$ cat config.mk
export PLATFORM = sky130hd
export DESIGN_NAME = ctrl_bus_slave
export DESIGN_NICKNAME = d
export VERILOG_FILES = /design/src/rtl/ctrl_bus_pkg.sv /design/src/rtl/ctrl_bus_slave_strobe_edge.sv /design/src/rtl/ctrl_bus_slave.sv
export SDC_FILE = /design/constraint.sdc
export NUM_CORES = 1
export LEC_CHECK = 0
export BUFFER_PORTS_ARGS = -buffer_cell sky130_fd_sc_hd__buf_2
export CAP_MARGIN = 20
export CELL_PAD_IN_SITES_DETAIL_PLACEMENT = 0
export CELL_PAD_IN_SITES_GLOBAL_PLACEMENT = 2
export CORE_MARGIN = 1
export CORE_UTILIZATION = 35
export CTS_BUF_LIST = sky130_fd_sc_hd__clkbuf_8
export DETAILED_ROUTE_END_ITERATION = 12
export PLACE_DENSITY_LB_ADDON = 0.3
export SETUP_SLACK_MARGIN = 0.15
export SLEW_MARGIN = 30
export SYNTH_ARGS = -nofsm -noshare
export SYNTH_HDL_FRONTEND = slang
export SYNTH_SLANG_ARGS = --single-unit
$ cat constraint.sdc
create_clock -name clk -period 6.11 [get_ports clk]
set_input_delay 0.611 -clock clk [delete_from_list [all_inputs] [get_ports clk]]
set_output_delay 0.611 -clock clk [all_outputs]
set_load 0.02 [all_outputs]
$ cat src/rtl/ctrl_bus_pkg.sv
// Shared constants and types for the SOPC control-bus responder.
package ctrl_bus_pkg;

  localparam logic [7:0] ADDR_STATUS = 8'h10;
  localparam logic [7:0] ADDR_CTRL   = 8'h11;

  // Bit positions inside a write to ADDR_CTRL
  localparam int unsigned CTRL_CLR      = 0;
  localparam int unsigned CTRL_ABORT    = 1;
  localparam int unsigned CTRL_DONE_CLR = 2;

  typedef enum logic [1:0] {
    IDLE,
    RUN,
    DONE
  } run_state_t;

endpackage

$ cat src/rtl/ctrl_bus_slave_strobe_edge.sv
// Two-flop rising-edge detector for a software-toggled PIO strobe level.
module strobe_edge (
  input  logic clk,
  input  logic reset,
  input  logic strobe,
  output logic rise
);

  logic s_q;
  logic s_q2;

  // Sample the strobe and keep one cycle of history
  always_ff @(posedge clk) begin
    if (reset) begin
      s_q  <= 1'b0;
      s_q2 <= 1'b0;
    end else begin
      s_q  <= strobe;
      s_q2 <= s_q;
    end
  end

  assign rise = s_q & ~s_q2;

endmodule

$ cat src/rtl/ctrl_bus_slave.sv
// Control-bus responder: byte register file, gate-length register and run controller.
module ctrl_bus_slave
  import ctrl_bus_pkg::*;
#(
  parameter int unsigned NCFG = 8
) (
  input  logic              clk,
  input  logic              reset,
  input  logic [7:0]        addr_in,
  input  logic [7:0]        wdata_in,
  output logic [7:0]        rdata_out,
  input  logic              addr_write,
  input  logic              swrite,
  input  logic              sread,
  input  logic              cread,
  input  logic              swrite32,
  input  logic [31:0]       wdata32,
  output logic [31:0]       rdata32,
  input  logic              start_step,
  output logic              stop_step,
  output logic              gate,
  output logic              clr_counters,
  output logic [8*NCFG-1:0] cfg_out
);

  logic aw_edge, sw_edge, sr_edge, cr_edge, sw32_edge, st_edge;

  strobe_edge u_aw   (.clk(clk), .reset(reset), .strobe(addr_write), .rise(aw_edge));
  strobe_edge u_sw   (.clk(clk), .reset(reset), .strobe(swrite),     .rise(sw_edge));
  strobe_edge u_sr   (.clk(clk), .reset(reset), .strobe(sread),      .rise(sr_edge));
  strobe_edge u_cr   (.clk(clk), .reset(reset), .strobe(cread),      .rise(cr_edge));
  strobe_edge u_sw32 (.clk(clk), .reset(reset), .strobe(swrite32),   .rise(sw32_edge));
  strobe_edge u_st   (.clk(clk), .reset(reset), .strobe(start_step), .rise(st_edge));

  logic [7:0]        addr_q;
  logic [7:0]        acc_addr;
  logic [8*NCFG-1:0] cfg_q;
  logic [31:0]       gate_len;
  logic [31:0]       remaining;
  run_state_t        state;
  logic [7:0]        status;
  logic [7:0]        rd_data;
  logic              ctrl_wr;
  logic              abort;
  logic              done_clr;

  // An address strobe coinciding with a data strobe steers that access to the new address
  assign acc_addr = aw_edge ? addr_in : addr_q;
  assign ctrl_wr  = sw_edge && (acc_addr == ADDR_CTRL);
  assign abort    = ctrl_wr && wdata_in[CTRL_ABORT];
  assign done_clr = ctrl_wr && wdata_in[CTRL_DONE_CLR];
  assign status   = {5'b0, gate, state == DONE, state == RUN};
  assign cfg_out  = cfg_q;

  // Read mux: config registers, status, everything else reads zero
  always_comb begin
    rd_data = '0;
    if (acc_addr == ADDR_STATUS) rd_data = status;
    for (int unsigned i = 0; i < NCFG; i++) begin
      if (acc_addr == 8'(i)) rd_data = cfg_q[8*i +: 8];
    end
  end

  // Address latch
  always_ff @(posedge clk) begin
    if (reset) addr_q <= '0;
    else if (aw_edge) addr_q <= addr_in;
  end

  // Config register writes; RO and unmapped addresses fall through untouched
  always_ff @(posedge clk) begin
    if (reset) begin
      cfg_q <= '0;
    end else if (sw_edge) begin
      for (int unsigned i = 0; i < NCFG; i++) begin
        if (acc_addr == 8'(i)) cfg_q[8*i +: 8] <= wdata_in;
      end
    end
  end

  // Byte read data register
  always_ff @(posedge clk) begin
    if (reset) rdata_out <= '0;
    else if (sr_edge) rdata_out <= rd_data;
  end

  // Gate length load and remaining-time snapshot
  always_ff @(posedge clk) begin
    if (reset) begin
      gate_len <= '0;
      rdata32  <= '0;
    end else begin
      if (sw32_edge) gate_len <= wdata32;
      if (cr_edge) rdata32 <= remaining;
    end
  end

  // Counter-bank clear pulse
  always_ff @(posedge clk) begin
    if (reset) clr_counters <= 1'b0;
    else clr_counters <= ctrl_wr && wdata_in[CTRL_CLR];
  end

  // Run controller with registered gate and stop_step; abort overrides everything
  always_ff @(posedge clk) begin
    if (reset) begin
      state     <= IDLE;
      remaining <= '0;
      gate      <= 1'b0;
      stop_step <= 1'b0;
    end else if (abort) begin
      state     <= IDLE;
      remaining <= '0;
      gate      <= 1'b0;
      stop_step <= 1'b0;
    end else begin
      case (state)
        IDLE, DONE: begin
          if (st_edge) begin
            remaining <= gate_len;
            if (gate_len == '0) begin
              state     <= DONE;
              gate      <= 1'b0;
              stop_step <= 1'b1;
            end else begin
              state     <= RUN;
              gate      <= 1'b1;
              stop_step <= 1'b0;
            end
          end else if (state == DONE && done_clr) begin
            state     <= IDLE;
            stop_step <= 1'b0;
          end
        end
        RUN: begin
          remaining <= remaining - 32'd1;
          if (remaining == 32'd1) begin
            state     <= DONE;
            gate      <= 1'b0;
            stop_step <= 1'b1;
          end
        end
        default: begin
          state     <= IDLE;
          remaining <= '0;
          gate      <= 1'b0;
          stop_step <= 1'b0;
        end
      endcase
    end
  end

endmodule
Word level (Yosys, flattened, before mapping):

Index checks and enable logic that the tools add are counted.

* add/subtract/negate cells: 1
* eq/ne operators: 15
* muxes and demuxes: 26
* bitwise operators: 12
* reductions and logical operators: 20

Operators with widths (count)
* 8-bit 2-to-1 mux: 9
* 32-bit case mux with 2 select lines: 1
* 32-bit by 1-bit equality test with 1-bit output (second input constant): 1
* 8-bit by 3-bit equality test with 1-bit output (second input constant): 4
* 32-bit logical NOT: 1
* 32-bit 2-to-1 mux: 1
* 32-bit by 1-bit subtractor with 32-bit output (second input constant): 1
* 2-bit AND reduction: 10
* 8-bit by 2-bit equality test with 1-bit output (second input constant): 2
* 8-bit by 5-bit equality test with 1-bit output (second input constant): 2
* 8-bit by 1-bit equality test with 1-bit output (second input constant): 1
* 8-bit logical NOT: 1
* 2-bit 2-to-1 mux: 4
* 1-bit 2-to-1 mux: 7
* 1-bit bitwise AND: 6
* 1-bit inverter: 6
* 1-bit logical AND: 5
* 1-bit case mux with 2 select lines: 2
* 2-bit case mux with 2 select lines: 1
* 2-bit OR reduction: 2
* 3-bit 2-to-1 mux: 1
* 3-bit != test (second input constant): 1
* 2-bit by 1-bit equality test with 1-bit output (second input constant): 1
* 2-bit equality test (second input constant): 1
* 3 further kinds: 3

* bits in registers: 193
* bits of input ports: 56
* output and inout bits: 107
* logic and storage cells: 103

Longest topological paths before layout:

* depth after elaboration: 13
* mapped depth: 9
* gate-level depth less buffers: 7

Cells and area by module:

From an unflattened synthesis, not the netlist that was laid out.

* cell total of the unflattened synthesis: 953
* area, all modules: 8844.7 sq um

By module, submodules not included
* ctrl_bus_slave: instances 1, cells an instance 923, area each 8476.9 sq um, sequential area each 3603.5 sq um
* strobe_edge: instances 6, cells an instance 5, area each 61.3 sq um, sequential area each 40.0 sq um

Worst setup path after synthesis:

OpenSTA, ideal clock, no wires.

* kind: input port to flip-flop
* start point: in addr_in[0]
* end point: reg cfg_q[0] (netlist: cfg_out[0])
* setup time: 128 ps
* data arrival time: 2221 ps
* data required time: 5982 ps
* slack: 3762 ps
* cell stages on the path: 6
* path buffers: 1
* cell sequence: or4b_2 -> o31ai_1 -> buf_2 -> nand3_1 -> mux2i_1 -> nor2_1

* word-level cells in the longest chain between the ends: 3

RTL lines
* start: declaration: line ctrl_bus_slave.sv:9 `input logic [7:0] addr_in,`
* 8-bit 2-to-1 mux
* 8-bit logical NOT: line ctrl_bus_slave.sv:76 `if (acc_addr == 8'(i)) cfg_q[8*i +: 8] <= wdata_in;`
* 2-bit AND reduction (no source line)
* end signal: indexed assignment: line ctrl_bus_slave.sv:76
* end: declaration: line ctrl_bus_slave.sv:37 `logic [8*NCFG-1:0] cfg_q;`

No other way between the ends.
A chain may end at the register's enable or synchronous reset.

Final worst setup path:

* start point: reg u_aw.s_q2
* end point: reg state[0]

* word-level cells in the longest chain between the ends: 9
* elaborated cells between the ends (all ways): 11
* classes of those cells: 2 x eq/ne; 1 x mux; 2 x bitwise; 6 x reduce/logical

RTL lines
* start: declaration: line ctrl_bus_slave_strobe_edge.sv:10 `logic s_q2;`
* start signal: assignment: line ctrl_bus_slave_strobe_edge.sv:19 `s_q2 <= s_q;`
* 1-bit inverter *: line ctrl_bus_slave_strobe_edge.sv:23 `assign rise = s_q & ~s_q2;`
* 1-bit bitwise AND *: line ctrl_bus_slave_strobe_edge.sv:23
* 8-bit 2-to-1 mux *
* 8-bit by 5-bit equality test with 1-bit output *: line ctrl_bus_slave.sv:49 `assign ctrl_wr = sw_edge && (acc_addr == ADDR_CTRL);`
* 1-bit logical AND *: line ctrl_bus_slave.sv:49
* 1-bit logical AND: line ctrl_bus_slave.sv:51 `assign done_clr = ctrl_wr && wdata_in[CTRL_DONE_CLR];`
* 1-bit logical AND: line ctrl_bus_slave.sv:130 `end else if (state == DONE && done_clr) begin`
* 3-bit != test (no source line)
* 2-bit AND reduction (no source line)
* end signal: assignment: line ctrl_bus_slave.sv:126 `state <= RUN;`
* end signal: assignment: line ctrl_bus_slave.sv:131 `state <= IDLE;`
* end signal: assignment: line ctrl_bus_slave.sv:138 `state <= DONE;`
* end: declaration: line ctrl_bus_slave.sv:40 `run_state_t state;`

Every way passes the cells marked *; elsewhere a longest branch is shown, timed or not.

==> qor.csv <==
metric;value;unit
status;finished clean;
hold_violations;0;
place.gp.congestion;0.816;
coreArea;23500;sq um
power_density;277;nW/um^2
worst_ep_required_time;6.44;ns
routed_via_density;5.15;
grt_pass1_vias;7139;
cp-endpoint;state[0];
dp_cells;1461;
tns;0;ns
syn_inst;1038;
grt_max_degree;57;
ant_nets;0;
cts.sinks;192;
cts.path.max_buffers;2;
cts_tree;done;
p_leak;4.34;nW
antenna_found_initial;0;
worst_setup_path_start_kind;flip-flop;
clk_pin_slew;0.11;ns
worst_clock_skew;0.0199;ns
ys_seq_elements;192;
grt_overflow;0;
firstDrtPassIters;5;
nNetsFinal;1219;
drive_above_1_share;19.7;%
synth_nets;1096;
wl_per_cell;17.4;um
root_buffer;clkbuf_8;
synth.distinct_cells;67;
syn2layout_area_growth;17.5;%
cap_violations;0;
die-area;24600;sq um
grt.total_usage;21.4;%
timing.hold.ws;0.338;ns
htreeDepth;4;
grt_pass1_wl;40600;um
cp_cell_sequence;nand2b_1 -> mux2i_1 -> buf_4 -> and2_1 -> and3_1 -> a21o_2 -> nor2_1;
final_cells;1493;
fmax;358;MHz
rows;56;
portBuffers;162;
cp.arrival;3.13;ns
dieWidth;157;um
worstRegToRegCells;7;
ir_drop;0.000119;V
finalSetupViolCount;0;
ios;163;
tightest_slew;0.892;ns
async_flop_share;0;%
n_fill_cell;2489;
r2r_slack;3.32;ns
hold_path.class;in2reg;
vias;7683;
post-route-period-util;45.7;%
slowest_stage;a21o_2;
cts_buffers;17;
cts_setup_buffers;0;
synthesis.area;8410;sq um
ctsResizeCount;0;
synth_edf_count;0;
critical_path_class;reg2reg;
drtIter0Drc;635;
regToRegStartpoint;u_aw.s_q2;
die_h;157;um
period_minus_slack;2.79;ns
detailed_place_hpwl;18500;um
syn_area_per_cell;8.10;sq um
initial_utilization;35.7;%
clkLatencyLatePin;0.48;ns
diodes;0;
rsz0062_at_grt;false;
slew_headroom;38.8;%
drc;0;
hold_buffers;0;
ys.flop_type;dfxtp_1;
r2r-end;state[0];
report.final.slew_viol_count;0;
max_stage_delay;0.61;ns
post-route-util;42.0;%
endpoint_kind;flip-flop;
ys_warn_count;0;
ys_seq_area_share;45.7;%
wl;26000;um
crit_path_start;u_aw.s_q2;
critical_path.max_fanout;33;
## synthesized netlist by cell type, types with 6 or more instances
| cell type | n | area share (%) |
|---|---|---|
| a21oi_1 | 128 | 7.6 |
| a221oi_1 | 12 | 1.3 |
| a22oi_1 | 10 | 0.89 |
| a31oi_1 | 8 | 0.60 |
| a32oi_1 | 8 | 0.83 |
| and2_1 | 6 | 0.45 |
| clkbuf_1 | 60 | 2.7 |
| dfxtp_1 | 192 | 46 |
| inv_1 | 9 | 0.40 |
| mux2i_1 | 55 | 6.5 |
| nand2_1 | 206 | 9.2 |
| nand2b_1 | 12 | 0.89 |
| nand3_1 | 32 | 1.9 |
| nor2_1 | 119 | 5.3 |
| nor2b_1 | 22 | 1.6 |
| nor3_1 | 17 | 1.0 |
| nor4_1 | 13 | 0.97 |
| o21ai_0 | 24 | 1.4 |
| o22ai_1 | 8 | 0.60 |
| xor2_1 | 11 | 1.1 |
## worst min-delay path by stage
stage          slack [ns]  depth (start not counted)           to         from
3_3_place_gp         0.44                          2  rdata32[19]  rdata32[19]
4_1_cts              0.32                          2   u_sw32.s_q     swrite32
3_5_place_dp         0.45                          2  rdata32[14]  rdata32[14]
2_1_floorplan        0.43                          1    u_sw.s_q2     u_sw.s_q
5_1_grt              0.32                          2   u_sw32.s_q     swrite32
6_report             0.34                          2   u_sw32.s_q     swrite32
## cell type report
type                    instances  area (sq um)  share of cell area (%)
well taps                     319           399                    4.04
inverters                       9          33.8                   0.342
multi-input cells             765          4250                    43.0
clock buffers                  18           248                    2.51
repair buffers                176           918                    9.30
clock inverters                14           186                    1.89
flip-flops and latches        192          3840                    38.9
## critical path: cells and delay by family (launching register included)
family                 cells  cell delay [ns]
and+or+nand+nor            4             1.16
AOI/OAI and AO/OA          1             0.61
DFF                        1             0.41
buffers and inverters      1             0.24
muxes                      1             0.22
## cell usage in the layout (no fill, tap or decap), types with 5 or more instances in the layout
cell      Yosys  routed
inv_1         9       9
a32oi_1       8       8
nand2_1     206     206
o22ai_1       8       8
nor2_1      119     117
inv_6         0       5
o21ai_0      24      24
clkbuf_8      0      18
and2_1        6       6
or3_1         5       5
a31oi_1       8       8
a21oi_1     128     128
a221oi_1     12      12
buf_2         5     161
nor2b_1      22      20
buf_4         2      15
nor4_1       13      13
and3_1        5       5
xor2_1       11      11
nand2b_1     12      11
mux2i_1      55      55
nand3_1      32      32
dfxtp_1     192     192
a22oi_1      10      10
nor3_1       17      16
## where the power goes
part	internal (W)	total, W	switching (W)
sequential	0.00130	0.00136	0.0000630
combinational	0.000167	0.000468	0.000301
clock	0.000397	0.000911	0.000514
total	0.00186	0.00274	0.000878
## registers in the layout, summed over array words and instances (netlist names), 8 cells and up
| signal | cells |
|---|---|
| cfg_out | 64 |
| rdata32 | 32 |
| rdata_out | 8 |
| gate_len | 32 |
| addr_q | 8 |
| remaining | 32 |
## cells by family (layout without fill, tap and decap cells)
kind of cell	count (synthesis)	in the layout	share of synthesized area [%]
XOR/XNOR	12	12	1.25
adder cells (fa/ha/maj)	2	2	0.298
flip-flops	192	192	45.7
AND/OR/NAND/NOR	461	461	25.0
buffers and inverters	81	217	3.96
multiplexers	60	60	7.25
AO/OA/AOI/OAI	230	230	16.5
## routing by layer
layer / vias to the layer above / track usage [%] / wire, um
li1: 3851 / - / -
met1: 3617 / 33.6 / 13700
met2: 201 / 29.7 / 10800
met3: 14 / 3.69 / 1280
met4: 0 / 4.81 / 195
met5: - / 0 / 0
## stage by stage
step | setup WS, ns | instance area (sq um) | power (W)
final | 3.32 | 9880 | 0.00274
after global routing | 3.06 | 9880 | 0.00287
after CTS | 3.28 | 9880 | 0.00276
after detailed placement | 3.01 | 9440 | 0.00185
after global placement | 2.77 | 9430 | 0.00185
after floorplan | 3.76 | 8410 | 0.00171
Power figures use the tool's default switching activity.
